### src/rtl/byte_alu_dma_if.sv
// Avalon-MM read and write master bundle for byte_alu_dma.
//   master: DMA side (drives read/write commands, receives data and stalls)
//   slave : memory side (mirror directions)
// Signal names keep the original port names of byte_alu_dma.
interface byte_alu_dma_if #(
  parameter int unsigned DATA_WIDTH = 64,
  parameter int unsigned ADDR_WIDTH = 10,
  parameter int unsigned BYTE_CNT   = DATA_WIDTH / 8
) ();
  logic [ADDR_WIDTH-1:0] amm_rd_address_o;
  logic                  amm_rd_read_o;
  logic [DATA_WIDTH-1:0] amm_rd_readdata_i;
  logic                  amm_rd_readdatavalid_i;
  logic                  amm_rd_waitrequest_i;

  logic [ADDR_WIDTH-1:0] amm_wr_address_o;
  logic                  amm_wr_write_o;
  logic [DATA_WIDTH-1:0] amm_wr_writedata_o;
  logic [BYTE_CNT-1:0]   amm_wr_byteenable_o;
  logic                  amm_wr_waitrequest_i;

  modport master (
    output amm_rd_address_o, amm_rd_read_o,
    input  amm_rd_readdata_i, amm_rd_readdatavalid_i, amm_rd_waitrequest_i,
    output amm_wr_address_o, amm_wr_write_o, amm_wr_writedata_o, amm_wr_byteenable_o,
    input  amm_wr_waitrequest_i
  );

  modport slave (
    input  amm_rd_address_o, amm_rd_read_o,
    output amm_rd_readdata_i, amm_rd_readdatavalid_i, amm_rd_waitrequest_i,
    input  amm_wr_address_o, amm_wr_write_o, amm_wr_writedata_o, amm_wr_byteenable_o,
    output amm_wr_waitrequest_i
  );
endinterface

### src/rtl/byte_alu_dma.sv
// byte_alu_dma: copies length_i bytes (rounded up to whole words) from
// base_addr_i to dst_addr_i, applying a bytewise add/sub/xor/pass with
// operand_i. Reads and writes run concurrently through a small FIFO.
// Ports:
//   clk_i, srst_i          clock, synchronous active-high reset
//   run_i                  start pulse (sampled in IDLE only)
//   base_addr_i/dst_addr_i source / destination word address
//   length_i               job length in bytes
//   op_i, operand_i        byte operation and operand
//   waitrequest_o          high while a job is busy
//   amm                    Avalon-MM read and write masters
module byte_alu_dma #(
  parameter int unsigned DATA_WIDTH  = 64,
  parameter int unsigned ADDR_WIDTH  = 10,
  parameter int unsigned BYTE_CNT    = DATA_WIDTH / 8,
  parameter int unsigned MAX_PENDING = 4
) (
  input  logic                  clk_i,
  input  logic                  srst_i,
  input  logic                  run_i,
  input  logic [ADDR_WIDTH-1:0] base_addr_i,
  input  logic [ADDR_WIDTH-1:0] dst_addr_i,
  input  logic [ADDR_WIDTH-1:0] length_i,
  input  logic [1:0]            op_i,
  input  logic [7:0]            operand_i,
  output logic                  waitrequest_o,
  byte_alu_dma_if.master        amm
);
  localparam int unsigned CW = ADDR_WIDTH + 1;
  localparam int unsigned PW = $clog2(MAX_PENDING) + 1;
  localparam int unsigned FW = $clog2(MAX_PENDING);

  typedef enum logic {IDLE, BUSY} state_t;
  state_t state_q, state_d;

  logic [ADDR_WIDTH-1:0] base_q, dst_q, len_q;
  logic [1:0]            op_q;
  logic [7:0]            operand_q;
  logic [CW-1:0]         n_words, len_rem, rd_idx_q, wr_idx_q, wr_done_q;
  logic [BYTE_CNT:0]     rem_mask;
  logic [BYTE_CNT-1:0]   last_be;
  logic [PW-1:0]         pend_q, pend_after, unret_q, fifo_cnt_q;
  logic [FW-1:0]         wptr_q, rptr_q;
  logic [DATA_WIDTH-1:0] fifo_mem [MAX_PENDING];
  logic [DATA_WIDTH-1:0] wr_src;
  logic busy, rd_accept, wr_accept, rdv_ok, rd_launch, wr_slot;
  logic wr_from_fifo, wr_bypass, fifo_push, last_wr;

  function automatic logic [DATA_WIDTH-1:0] xform(input logic [DATA_WIDTH-1:0] d,
                                                  input logic [1:0] op,
                                                  input logic [7:0] k);
    logic [DATA_WIDTH-1:0] r;
    logic [7:0]            b;
    r = '0;
    for (int unsigned i = 0; i < BYTE_CNT; i++) begin
      b = d[i*8 +: 8];
      unique case (op)
        2'b00:   b = b + k;
        2'b01:   b = b - k;
        2'b10:   b = b ^ k;
        default: b = b;
      endcase
      r[i*8 +: 8] = b;
    end
    return r;
  endfunction

  always_comb begin
    busy       = (state_q == BUSY);
    n_words    = (CW'(len_q) + CW'(BYTE_CNT - 1)) / CW'(BYTE_CNT);
    len_rem    = CW'(len_q) % CW'(BYTE_CNT);
    rem_mask   = ((BYTE_CNT+1)'(1) << len_rem) - (BYTE_CNT+1)'(1);
    last_be    = (len_rem == '0) ? '1 : rem_mask[BYTE_CNT-1:0];
    rd_accept  = amm.amm_rd_read_o & ~amm.amm_rd_waitrequest_i;
    wr_accept  = amm.amm_wr_write_o & ~amm.amm_wr_waitrequest_i;
    // Responses with nothing outstanding (e.g. from reads issued before a reset) are dropped.
    rdv_ok     = amm.amm_rd_readdatavalid_i & (unret_q != '0);
    // pend counts words from read launch until their write is accepted, so the
    // limit also covers a read currently presented but not yet accepted.
    pend_after = pend_q - PW'(wr_accept);
    rd_launch  = busy & (~amm.amm_rd_read_o | rd_accept) & (rd_idx_q < n_words)
               & (pend_after < PW'(MAX_PENDING));
    // The write command register acts as the FIFO output stage; when the FIFO
    // is empty an arriving word bypasses straight into it.
    wr_slot      = busy & (~amm.amm_wr_write_o | wr_accept);
    wr_from_fifo = wr_slot & (fifo_cnt_q != '0);
    wr_bypass    = wr_slot & (fifo_cnt_q == '0) & rdv_ok;
    fifo_push    = rdv_ok & ~wr_bypass;
    wr_src       = wr_from_fifo ? fifo_mem[rptr_q] : amm.amm_rd_readdata_i;
    last_wr      = wr_accept & (wr_done_q == n_words - CW'(1));
  end

  always_ff @(posedge clk_i) begin
    if (srst_i) state_q <= IDLE;
    else        state_q <= state_d;
  end

  always_comb begin
    state_d = state_q;
    unique case (state_q)
      IDLE:    if (run_i) state_d = BUSY;
      BUSY:    if ((n_words == '0) || last_wr) state_d = IDLE;
      default: state_d = IDLE;
    endcase
  end

  always_comb begin
    waitrequest_o = (state_q == BUSY);
  end

  always_ff @(posedge clk_i) begin
    if (fifo_push) fifo_mem[wptr_q] <= amm.amm_rd_readdata_i;
  end

  always_ff @(posedge clk_i) begin
    if (srst_i) begin
      base_q    <= '0;
      dst_q     <= '0;
      len_q     <= '0;
      op_q      <= '0;
      operand_q <= '0;
      rd_idx_q  <= '0;
      wr_idx_q  <= '0;
      wr_done_q <= '0;
      pend_q    <= '0;
      unret_q   <= '0;
      fifo_cnt_q <= '0;
      wptr_q    <= '0;
      rptr_q    <= '0;
      amm.amm_rd_read_o       <= 1'b0;
      amm.amm_rd_address_o    <= '0;
      amm.amm_wr_write_o      <= 1'b0;
      amm.amm_wr_address_o    <= '0;
      amm.amm_wr_writedata_o  <= '0;
      amm.amm_wr_byteenable_o <= '0;
    end else begin
      if (!busy && run_i) begin
        base_q    <= base_addr_i;
        dst_q     <= dst_addr_i;
        len_q     <= length_i;
        op_q      <= op_i;
        operand_q <= operand_i;
        rd_idx_q  <= '0;
        wr_idx_q  <= '0;
        wr_done_q <= '0;
      end

      if (rd_launch) begin
        amm.amm_rd_read_o    <= 1'b1;
        amm.amm_rd_address_o <= base_q + rd_idx_q[ADDR_WIDTH-1:0];
        rd_idx_q             <= rd_idx_q + CW'(1);
      end else if (rd_accept) begin
        amm.amm_rd_read_o <= 1'b0;
      end

      pend_q     <= pend_after + PW'(rd_launch);
      unret_q    <= unret_q + PW'(rd_accept) - PW'(rdv_ok);
      fifo_cnt_q <= fifo_cnt_q + PW'(fifo_push) - PW'(wr_from_fifo);
      if (fifo_push)    wptr_q <= wptr_q + FW'(1);
      if (wr_from_fifo) rptr_q <= rptr_q + FW'(1);

      if (wr_from_fifo || wr_bypass) begin
        amm.amm_wr_write_o      <= 1'b1;
        amm.amm_wr_address_o    <= dst_q + wr_idx_q[ADDR_WIDTH-1:0];
        amm.amm_wr_writedata_o  <= xform(wr_src, op_q, operand_q);
        amm.amm_wr_byteenable_o <= (wr_idx_q == n_words - CW'(1)) ? last_be : '1;
        wr_idx_q                <= wr_idx_q + CW'(1);
      end else if (wr_accept) begin
        amm.amm_wr_write_o <= 1'b0;
      end

      if (wr_accept) wr_done_q <= wr_done_q + CW'(1);
    end
  end
endmodule
### src/flat_wrapper.sv
// flat-port wrapper written by rule: the top's interface ports become plain ports
module byte_alu_dma_flat 
#(
  parameter int unsigned DATA_WIDTH  = 64,
  parameter int unsigned ADDR_WIDTH  = 10,
  parameter int unsigned BYTE_CNT    = DATA_WIDTH / 8,
  parameter int unsigned MAX_PENDING = 4
)
  (clk_i, srst_i, run_i, base_addr_i, dst_addr_i, length_i, op_i, operand_i, waitrequest_o, amm_amm_rd_address_o, amm_amm_rd_read_o, amm_amm_rd_readdata_i, amm_amm_rd_readdatavalid_i, amm_amm_rd_waitrequest_i, amm_amm_wr_address_o, amm_amm_wr_write_o, amm_amm_wr_writedata_o, amm_amm_wr_byteenable_o, amm_amm_wr_waitrequest_i);
  byte_alu_dma_if #(.DATA_WIDTH(DATA_WIDTH), .ADDR_WIDTH(ADDR_WIDTH), .BYTE_CNT(BYTE_CNT)) amm_i ();
  input  logic clk_i;
  input  logic srst_i;
  input  logic run_i;
  input  logic [ADDR_WIDTH-1:0] base_addr_i;
  input  logic [ADDR_WIDTH-1:0] dst_addr_i;
  input  logic [ADDR_WIDTH-1:0] length_i;
  input  logic [1:0] op_i;
  input  logic [7:0] operand_i;
  output logic waitrequest_o;
  output wire logic [$bits(amm_i.amm_rd_address_o)-1:0] amm_amm_rd_address_o;
  output wire logic [$bits(amm_i.amm_rd_read_o)-1:0] amm_amm_rd_read_o;
  input wire logic [$bits(amm_i.amm_rd_readdata_i)-1:0] amm_amm_rd_readdata_i;
  input wire logic [$bits(amm_i.amm_rd_readdatavalid_i)-1:0] amm_amm_rd_readdatavalid_i;
  input wire logic [$bits(amm_i.amm_rd_waitrequest_i)-1:0] amm_amm_rd_waitrequest_i;
  output wire logic [$bits(amm_i.amm_wr_address_o)-1:0] amm_amm_wr_address_o;
  output wire logic [$bits(amm_i.amm_wr_write_o)-1:0] amm_amm_wr_write_o;
  output wire logic [$bits(amm_i.amm_wr_writedata_o)-1:0] amm_amm_wr_writedata_o;
  output wire logic [$bits(amm_i.amm_wr_byteenable_o)-1:0] amm_amm_wr_byteenable_o;
  input wire logic [$bits(amm_i.amm_wr_waitrequest_i)-1:0] amm_amm_wr_waitrequest_i;
  assign amm_amm_rd_address_o = amm_i.amm_rd_address_o;
  assign amm_amm_rd_read_o = amm_i.amm_rd_read_o;
  assign amm_i.amm_rd_readdata_i = amm_amm_rd_readdata_i;
  assign amm_i.amm_rd_readdatavalid_i = amm_amm_rd_readdatavalid_i;
  assign amm_i.amm_rd_waitrequest_i = amm_amm_rd_waitrequest_i;
  assign amm_amm_wr_address_o = amm_i.amm_wr_address_o;
  assign amm_amm_wr_write_o = amm_i.amm_wr_write_o;
  assign amm_amm_wr_writedata_o = amm_i.amm_wr_writedata_o;
  assign amm_amm_wr_byteenable_o = amm_i.amm_wr_byteenable_o;
  assign amm_i.amm_wr_waitrequest_i = amm_amm_wr_waitrequest_i;
  byte_alu_dma #(.DATA_WIDTH(DATA_WIDTH), .ADDR_WIDTH(ADDR_WIDTH), .BYTE_CNT(BYTE_CNT), .MAX_PENDING(MAX_PENDING)) u_core (.clk_i(clk_i), .srst_i(srst_i), .run_i(run_i), .base_addr_i(base_addr_i), .dst_addr_i(dst_addr_i), .length_i(length_i), .op_i(op_i), .operand_i(operand_i), .waitrequest_o(waitrequest_o), .amm(amm_i));
endmodule
### config.mk
export PLATFORM = sky130hd
export DESIGN_NAME = byte_alu_dma_flat
export DESIGN_NICKNAME = d
export VERILOG_FILES = /design/src/rtl/byte_alu_dma_if.sv /design/src/rtl/byte_alu_dma.sv /design/src/flat_wrapper.sv
export SDC_FILE = /design/constraint.sdc
export NUM_CORES = 1
export LEC_CHECK = 0
export CORE_MARGIN = 1.5
export CORE_UTILIZATION = 60
export CTS_BUF_LIST = sky130_fd_sc_hd__clkbuf_8
export DETAILED_ROUTE_END_ITERATION = 12
export PLACE_DENSITY = 0.83
export SYNTH_ARGS = -nofsm -noshare
export SYNTH_HDL_FRONTEND = slang
export SYNTH_SLANG_ARGS = --single-unit
### constraint.sdc
create_clock -name clk_i -period 5.9 [get_ports clk_i]
set_input_delay 1.18 -clock clk_i [delete_from_list [all_inputs] [get_ports clk_i]]
set_output_delay 1.18 -clock clk_i [all_outputs]
set_load 0.005 [all_outputs]
==> results of run 1 <==
[cells by family after synthesis]
family | Yosys count | synth area share
AO/OA/AOI/OAI | 322 | 0.08974
XOR/XNOR | 155 | 0.06329
adder cells (fa/ha/maj) | 110 | 0.06793
buffers and inverters | 149 | 0.02663
flip-flops | 439 | 0.5263
multiplexers | 150 | 0.1097
AND/OR/NAND/NOR | 536 | 0.1164
[synthesized netlist by cell type, types with 5 or more instances]
library cell	n
sky130_fd_sc_hd__a211oi_1	31
sky130_fd_sc_hd__a21o_1	25
sky130_fd_sc_hd__a21oi_1	128
sky130_fd_sc_hd__a311oi_1	6
sky130_fd_sc_hd__a31oi_1	11
sky130_fd_sc_hd__a32oi_1	8
sky130_fd_sc_hd__and2_1	5
sky130_fd_sc_hd__and3_1	13
sky130_fd_sc_hd__buf_1	16
sky130_fd_sc_hd__buf_2	12
sky130_fd_sc_hd__clkbuf_1	78
sky130_fd_sc_hd__dfxtp_1	183
sky130_fd_sc_hd__edfxtp_1	256
sky130_fd_sc_hd__fa_1	12
sky130_fd_sc_hd__ha_1	97
sky130_fd_sc_hd__inv_1	43
sky130_fd_sc_hd__mux2_2	51
sky130_fd_sc_hd__mux2i_1	35
sky130_fd_sc_hd__mux4_2	64
sky130_fd_sc_hd__nand2_1	156
sky130_fd_sc_hd__nand2b_1	23
sky130_fd_sc_hd__nand3_1	56
sky130_fd_sc_hd__nand4_1	8
sky130_fd_sc_hd__nor2_1	158
sky130_fd_sc_hd__nor2b_1	23
sky130_fd_sc_hd__nor3_1	50
sky130_fd_sc_hd__nor3b_1	5
sky130_fd_sc_hd__o21a_1	7
sky130_fd_sc_hd__o21ai_0	77
sky130_fd_sc_hd__or3_1	10
sky130_fd_sc_hd__or4b_2	9
sky130_fd_sc_hd__xnor2_1	110
sky130_fd_sc_hd__xor2_1	44
[stage by stage]
step                worst slack, ps    util
global route                   1083  0.7209
floorplan                      1356       -
finish                         1228  0.7209
detailed placement            602.4  0.6784
CTS                            1283  0.7209
global placement              765.1  0.6784
[flip-flops by register name, indices dropped and copies added, names as in the netlist, 11 cells and up, named ones only]
name and flops:
u_core.wr_idx_q 11, u_core.amm.amm_wr_writedata_o 64, u_core.wr_done_q 11, u_core.fifo_mem 256
u_core.rd_idx_q 11
[area by class of cell]
| type | count | area [um2] | area share |
|---|---|---|---|
| Clock buffer | 82 | 1129 | 0.04412 |
| Clock inverter | 48 | 380.4 | 0.01487 |
| Inverter | 43 | 161.4 | 0.006310 |
| Multi-Input combinational cell | 1273 | 9683 | 0.3785 |
| Sequential cell | 439 | 11360 | 0.4440 |
| Tap cell | 461 | 576.8 | 0.02255 |
| Timing Repair Buffer | 231 | 2292 | 0.08961 |
[worst max-delay path: cells and delay by family]
kind,cells,cell delay (ps)
compound gates,2,450
xor+xnor,1,130
fa+ha+maj,1,350
buf+inv,2,710
mux,1,380
simple gates,5,1970
[layer usage]
metal	wire length [um]	vias to the layer above	part of all wire	GRT usage
li1	-	7201	-	-
met5	12	-	0.00021	0
met4	2324	2	0.040	0.1374
met2	27310	773	0.47	0.5029
met1	23230	7772	0.40	0.4233
met3	4996	147	0.086	0.05419
[power breakdown]
group	total, W	switching [W]	internal (W)
Combinational	0.00338	0.00181	0.00157
Sequential	0.00393	0.000263	0.00367
Clock	0.00279	0.00125	0.00154
[worst min path at each step]
stage | from | endpoint | slack [ps]
finish | u_core.amm.amm_rd_address_o[5] | u_core.amm.amm_rd_address_o[5] | 450
global route | u_core.amm.amm_rd_address_o[3] | u_core.amm.amm_rd_address_o[3] | 470
CTS | u_core.amm.amm_rd_address_o[2] | u_core.amm.amm_rd_address_o[2] | 460
detailed placement | u_core.amm.amm_rd_address_o[2] | u_core.amm.amm_rd_address_o[2] | 450
global placement | u_core.amm.amm_rd_address_o[6] | u_core.amm.amm_rd_address_o[6] | 440
floorplan | u_core.base_q[0] | u_core.base_q[0] | 440
==> results.json, run 1 <==
{
  "result_of_the_run": "completed",
  "area.growth.synth_to_final_pct": 18.60,
  "timing.setup.critical_path_class": "input port to register",
  "cts_num_sinks": 439,
  "clock_tree.buffer_depth": 3,
  "total_power_of_the_final_layout_w": 0.01011,
  "cp_common_cell": "sky130_fd_sc_hd__nand3_1",
  "setup_viol": 0,
  "layout.cells.non_filler": 2577,
  "critPathCaptureType": "register",
  "cts_inserted_buffers": 73,
  "cp_data_arrival_time_ps": 5230,
  "cp_data_required_time_ps": 6460,
  "first_iter_violations": 1523,
  "period_share": 0.7918,
  "crit-reg2reg-capture": "u_core.amm.amm_wr_writedata_o[7]",
  "slew-limit-headroom": 0.2922,
  "critical_path.endpoint": "u_core.amm.amm_wr_writedata_o[7]",
  "post_cts_buffers": 0,
  "dpl_cell_area_um2": 24070,
  "netlist_area_um2": 21570,
  "start_util": 0.6078,
  "r2r_setup_slack_ps": 1700,
  "timing_hold_violations_final": 0,
  "synth_seq_area_share": 0.5263,
  "route.detailed.drc": 0,
  "num_io_pins": 205,
  "cap_violations": 0,
  "irDropWorstVdd_mv": 0.2336,
  "post-route-cell-area_um2": 25580,
  "synth_area_leaders": "sky130_fd_sc_hd__edfxtp_1 36%, sky130_fd_sc_hd__dfxtp_1 17%, sky130_fd_sc_hd__mux4_2 6.7%",
  "grt_use_total": 0.3145,
  "hold_path_class": "register to register",
  "rsz0062_at_grt": "false",
  "core-area_um2": 35480,
  "mappedNetlistNets": 2080,
  "drt.antenna.violating_nets": 0,
  "whs_ps": 452.2,
  "overflow": 0,
  "finalCriticalPeriod_ps": 4672,
  "via_per_inst": 6.168,
  "first_global_vias": 15440,
  "clockRootBuffer": "sky130_fd_sc_hd__clkbuf_8",
  "crit_path_max_incr_delay_ps": 900,
  "detailedRoute.firstPassIterationCount": 5,
  "synth_largest_area_cell": "sky130_fd_sc_hd__edfxtp_1",
  "totalNegativeSetupSlack_ps": 0,
  "worstRegToRegCells": 10,
  "nFillCells": 2426,
  "netlist.area_leader.share": 0.3564,
  "grt_max_degree": 97,
  "critical_path.max_fanout": 52,
  "floorplan.die.height_um": 192.6,
  "grt_antenna_before_repair": 1,
  "synth_enable_flop_cells": 256,
  "slowest_stage": "sky130_fd_sc_hd__and3b_4",
  "ctsHoldBuffers": 0,
  "placedCellCount": 2447,
  "synth_flop_cell": "sky130_fd_sc_hd__edfxtp_1",
  "p_leak_nw": 9.251,
  "n_antenna_cell": 0,
  "layout-drive-gt1-share": 0.1300,
  "clkLatencyLatePin_ps": 640,
  "cellPowerDensity_nw_per_um2": 395.2,
  "std_cell_rows": 69,
  "hpwl_mm": 38.77,
  "placement.io_buffers": 204,
  "timing_worst_slew_pin_value_ps": 1062,
  "tritoncts": "built",
  "num-nets-final": 2280,
  "grt_pass1_wl_mm": 87.26,
  "place_congestion": 0.9249,
  "timing.critical_path.from": "amm_amm_wr_waitrequest_i",
  "critical_path.cell_chain": "clkdlybuf4s50_1, nand2_1, and3b_4, buf_4, mux2_2, ha_1, o2111ai_1, nand3_1, o41ai_1, xor2_1, or4b_2, nand3_1",
  "synth_warnings": 0,
  "route.vias.total": 15900,
  "timing.hold.worst_path_depth": 2,
  "post_synth_num_cell_types": 64,
  "synthesis.area_per_instance_um2": 11.59,
  "die_x_um": 192.6,
  "detail_route.wl_per_cell_um": 22.46,
  "cp-start-kind": "input port",
  "cts.clk_slew.worst_paths_ps": 60,
  "timing.fmax_mhz": 214.0,
  "die_area_um2": 37090,
  "reg2reg_from": "u_core.waitrequest_o",
  "cts.repair.resized": 0,
  "yosys_register_bits": 439,
  "final_slew_violations": 0,
  "drt_wl_total_mm": 57.87,
  "postSynthCellCount": 1861,
  "fin_worst_skew_ps": 30.46,
  "clock_tree.htree_level_count": 3,
  "async_reset_ff_frac": 0,
  "layout_common_cells": "256 x sky130_fd_sc_hd__edfxtp_1, 203 x sky130_fd_sc_hd__clkdlybuf4s50_1, 180 x sky130_fd_sc_hd__dfxtp_1",
  "final_common_cell": "sky130_fd_sc_hd__edfxtp_1"
}
Power figures use the tool's default switching activity.
==> run 2: changes to the inputs <==
Clock period 5.9 ns to 4.9 ns, I/O delays scaled along.
==> results.json, run 2 (synthesis gave the netlist of run 1 again) <==
{
  "core-area_um2": 35480,
  "rsz0062_at_grt": "false",
  "timing_worst_slew_pin_value_ps": 1109,
  "power.switching_w": 0.003884,
  "overflow": 0,
  "dpl_cell_area_um2": 24200,
  "die_x_um": 192.6,
  "cts.clk_slew.worst_paths_ps": 70,
  "clock_tree.htree_level_count": 3,
  "tritoncts": "built",
  "layout-drive-gt1-share": 0.1274,
  "grt_antenna_before_repair": 1,
  "cellPowerDensity_nw_per_um2": 460.9,
  "period_share": 0.8231,
  "cp_data_required_time_ps": 5460,
  "place_congestion": 0.9056,
  "largest_register": "u_core.fifo_mem",
  "fin_worst_skew_ps": 28.58,
  "detail_route.wl_per_cell_um": 22.07,
  "first_global_vias": 15550,
  "grt_pass1_wl_mm": 86.75,
  "ctsHoldBuffers": 0,
  "setup_viol": 0,
  "final_slew_violations": 0,
  "finish.utilization": 0.7196,
  "p_leak_nw": 9.240,
  "slew-limit-headroom": 0.2569,
  "timing.hold.worst_path_depth": 2,
  "totalNegativeSetupSlack_ps": 0,
  "critPathCaptureType": "register",
  "floorplan.die.height_um": 192.6,
  "drt_wl_total_mm": 56.97,
  "start_util": 0.6078,
  "first_iter_violations": 1421,
  "cp-start-kind": "input port",
  "clkLatencyLatePin_ps": 640,
  "r2r_setup_slack_ps": 970,
  "route.detailed.drc": 0,
  "intPower_w": 0.007884,
  "die_area_um2": 37090,
  "critical_path.cell_chain": "clkdlybuf4s50_1, nand2_1, and3b_4, buf_12, mux2_2, ha_1, and3_1, a211oi_1, a21oi_1, xnor2_1, or4b_2, nand3_1",
  "worstRegToRegCells": 12,
  "finalCriticalPeriod_ps": 4033,
  "result_of_the_run": "completed",
  "irDropWorstVdd_mv": 0.3193,
  "largestRegisters": "u_core.fifo_mem (256), u_core.amm.amm_wr_writedata_o (64)",
  "power_switching_share": 0.3301,
  "post_cts_buffers": 0,
  "grt_use_total": 0.3132,
  "num-nets-final": 2286,
  "cts_inserted_buffers": 72,
  "critical_path.max_fanout": 37,
  "cts_num_sinks": 439,
  "via_per_inst": 6.071,
  "clockRootBuffer": "sky130_fd_sc_hd__clkbuf_8",
  "cts.repair.resized": 0,
  "post-route-cell-area_um2": 25530,
  "p_seq_frac": 0.399,
  "hold_path_class": "register to register",
  "largest_register_ff_count": 256,
  "num_io_pins": 205,
  "cap_violations": 0,
  "grt_max_degree": 87,
  "critPathBufInv": 2,
  "crit_cells": 12,
  "cp_data_arrival_time_ps": 4600,
  "nFillCells": 2459,
  "crit_path_max_incr_delay_ps": 650,
  "placement.io_buffers": 204,
  "power.clock.fraction": 0.254,
  "area.growth.synth_to_final_pct": 18.38,
  "timing.setup.critical_path_class": "input port to register",
  "timing.critical_path.max_delay_family": "simple AND/OR/NAND/NOR gates",
  "route.vias.total": 15670,
  "hpwl_mm": 38.93,
  "power_frac_comb": 0.347,
  "clock_tree.buffer_depth": 3,
  "slowest_stage": "sky130_fd_sc_hd__or4b_2",
  "final_common_cell": "sky130_fd_sc_hd__edfxtp_1",
  "timing_hold_violations_final": 0,
  "std_cell_rows": 69,
  "timing.fmax_mhz": 247.9,
  "detailedRoute.firstPassIterationCount": 5,
  "layout_common_cells": "256 x sky130_fd_sc_hd__edfxtp_1, 203 x sky130_fd_sc_hd__clkdlybuf4s50_1, 180 x sky130_fd_sc_hd__dfxtp_1",
  "drt.antenna.violating_nets": 0
}
-- run 2: final timing paths --
check | endpoint | start
max reg2reg | u_core.amm.amm_wr_writedata_o[47] | register
min | u_core.amm.amm_rd_address_o[3] | u_core.amm.amm_rd_address_o[3]
max | u_core.amm.amm_wr_writedata_o[39] | amm_amm_wr_waitrequest_i
min reg2reg | u_core.amm.amm_rd_address_o[3] | u_core.amm.amm_rd_address_o[3]
-- run 2: metal layers --
metal,track usage,vias up,part of all wire
li1,-,7217,-
met1,0.4109,7631,0.41
met2,0.5034,671,0.47
met3,0.06583,151,0.082
met4,0.1383,0,0.041
met5,0,-,0
-- run 2: worst min-delay path: cells and delay by family, from the launching register on --
family | cells | cell delay [ps]
AO/OA/AOI/OAI | 1 | 50
AND/OR/NAND/NOR | 1 | 50
flip-flops | 1 | 310
-- run 2: power groups by stage --
| stage | combinational (W) | clock [W] | sequential [W] |
|---|---|---|---|
| finish | 0.00408 | 0.00299 | 0.00470 |
| global route | 0.00445 | 0.00318 | 0.00474 |
| CTS | 0.00406 | 0.00303 | 0.00470 |
| detailed placement | 0.00403 | 0 | 0.00477 |
| global placement | 0.00395 | 0 | 0.00475 |
| floorplan | 0.00269 | 0 | 0.00467 |
-- run 2: stage by stage --
step / cells / setup slack, ps / hold WS [ps] / power [W]
5_1_grt: 2580 / 698.1 / 471.9 / 0.01238
2_1_floorplan: 1861 / 461.8 / 440.0 / 0.007364
3_3_place_gp: 2454 / 310.8 / 440.7 / 0.008696
6_report: 2581 / 866.7 / 453.4 / 0.01177
4_1_cts: 2580 / 929.3 / 457.8 / 0.01179
3_5_place_dp: 2454 / 273.9 / 449.5 / 0.008798
-- run 2: final cells by class --
| type | count | area (um2) | area share |
|---|---|---|---|
| Sequential cell | 439 | 11360 | 0.4448 |
| Multi-Input combinational cell | 1273 | 9688 | 0.3794 |
| Timing Repair Buffer | 238 | 2420 | 0.09478 |
| Clock buffer | 80 | 1101 | 0.04312 |
| Tap cell | 461 | 576.8 | 0.02259 |
| Clock inverter | 46 | 225.2 | 0.008821 |
| Inverter | 43 | 161.4 | 0.006322 |
| Antenna cell | 1 | 2.502 | 0.00009801 |
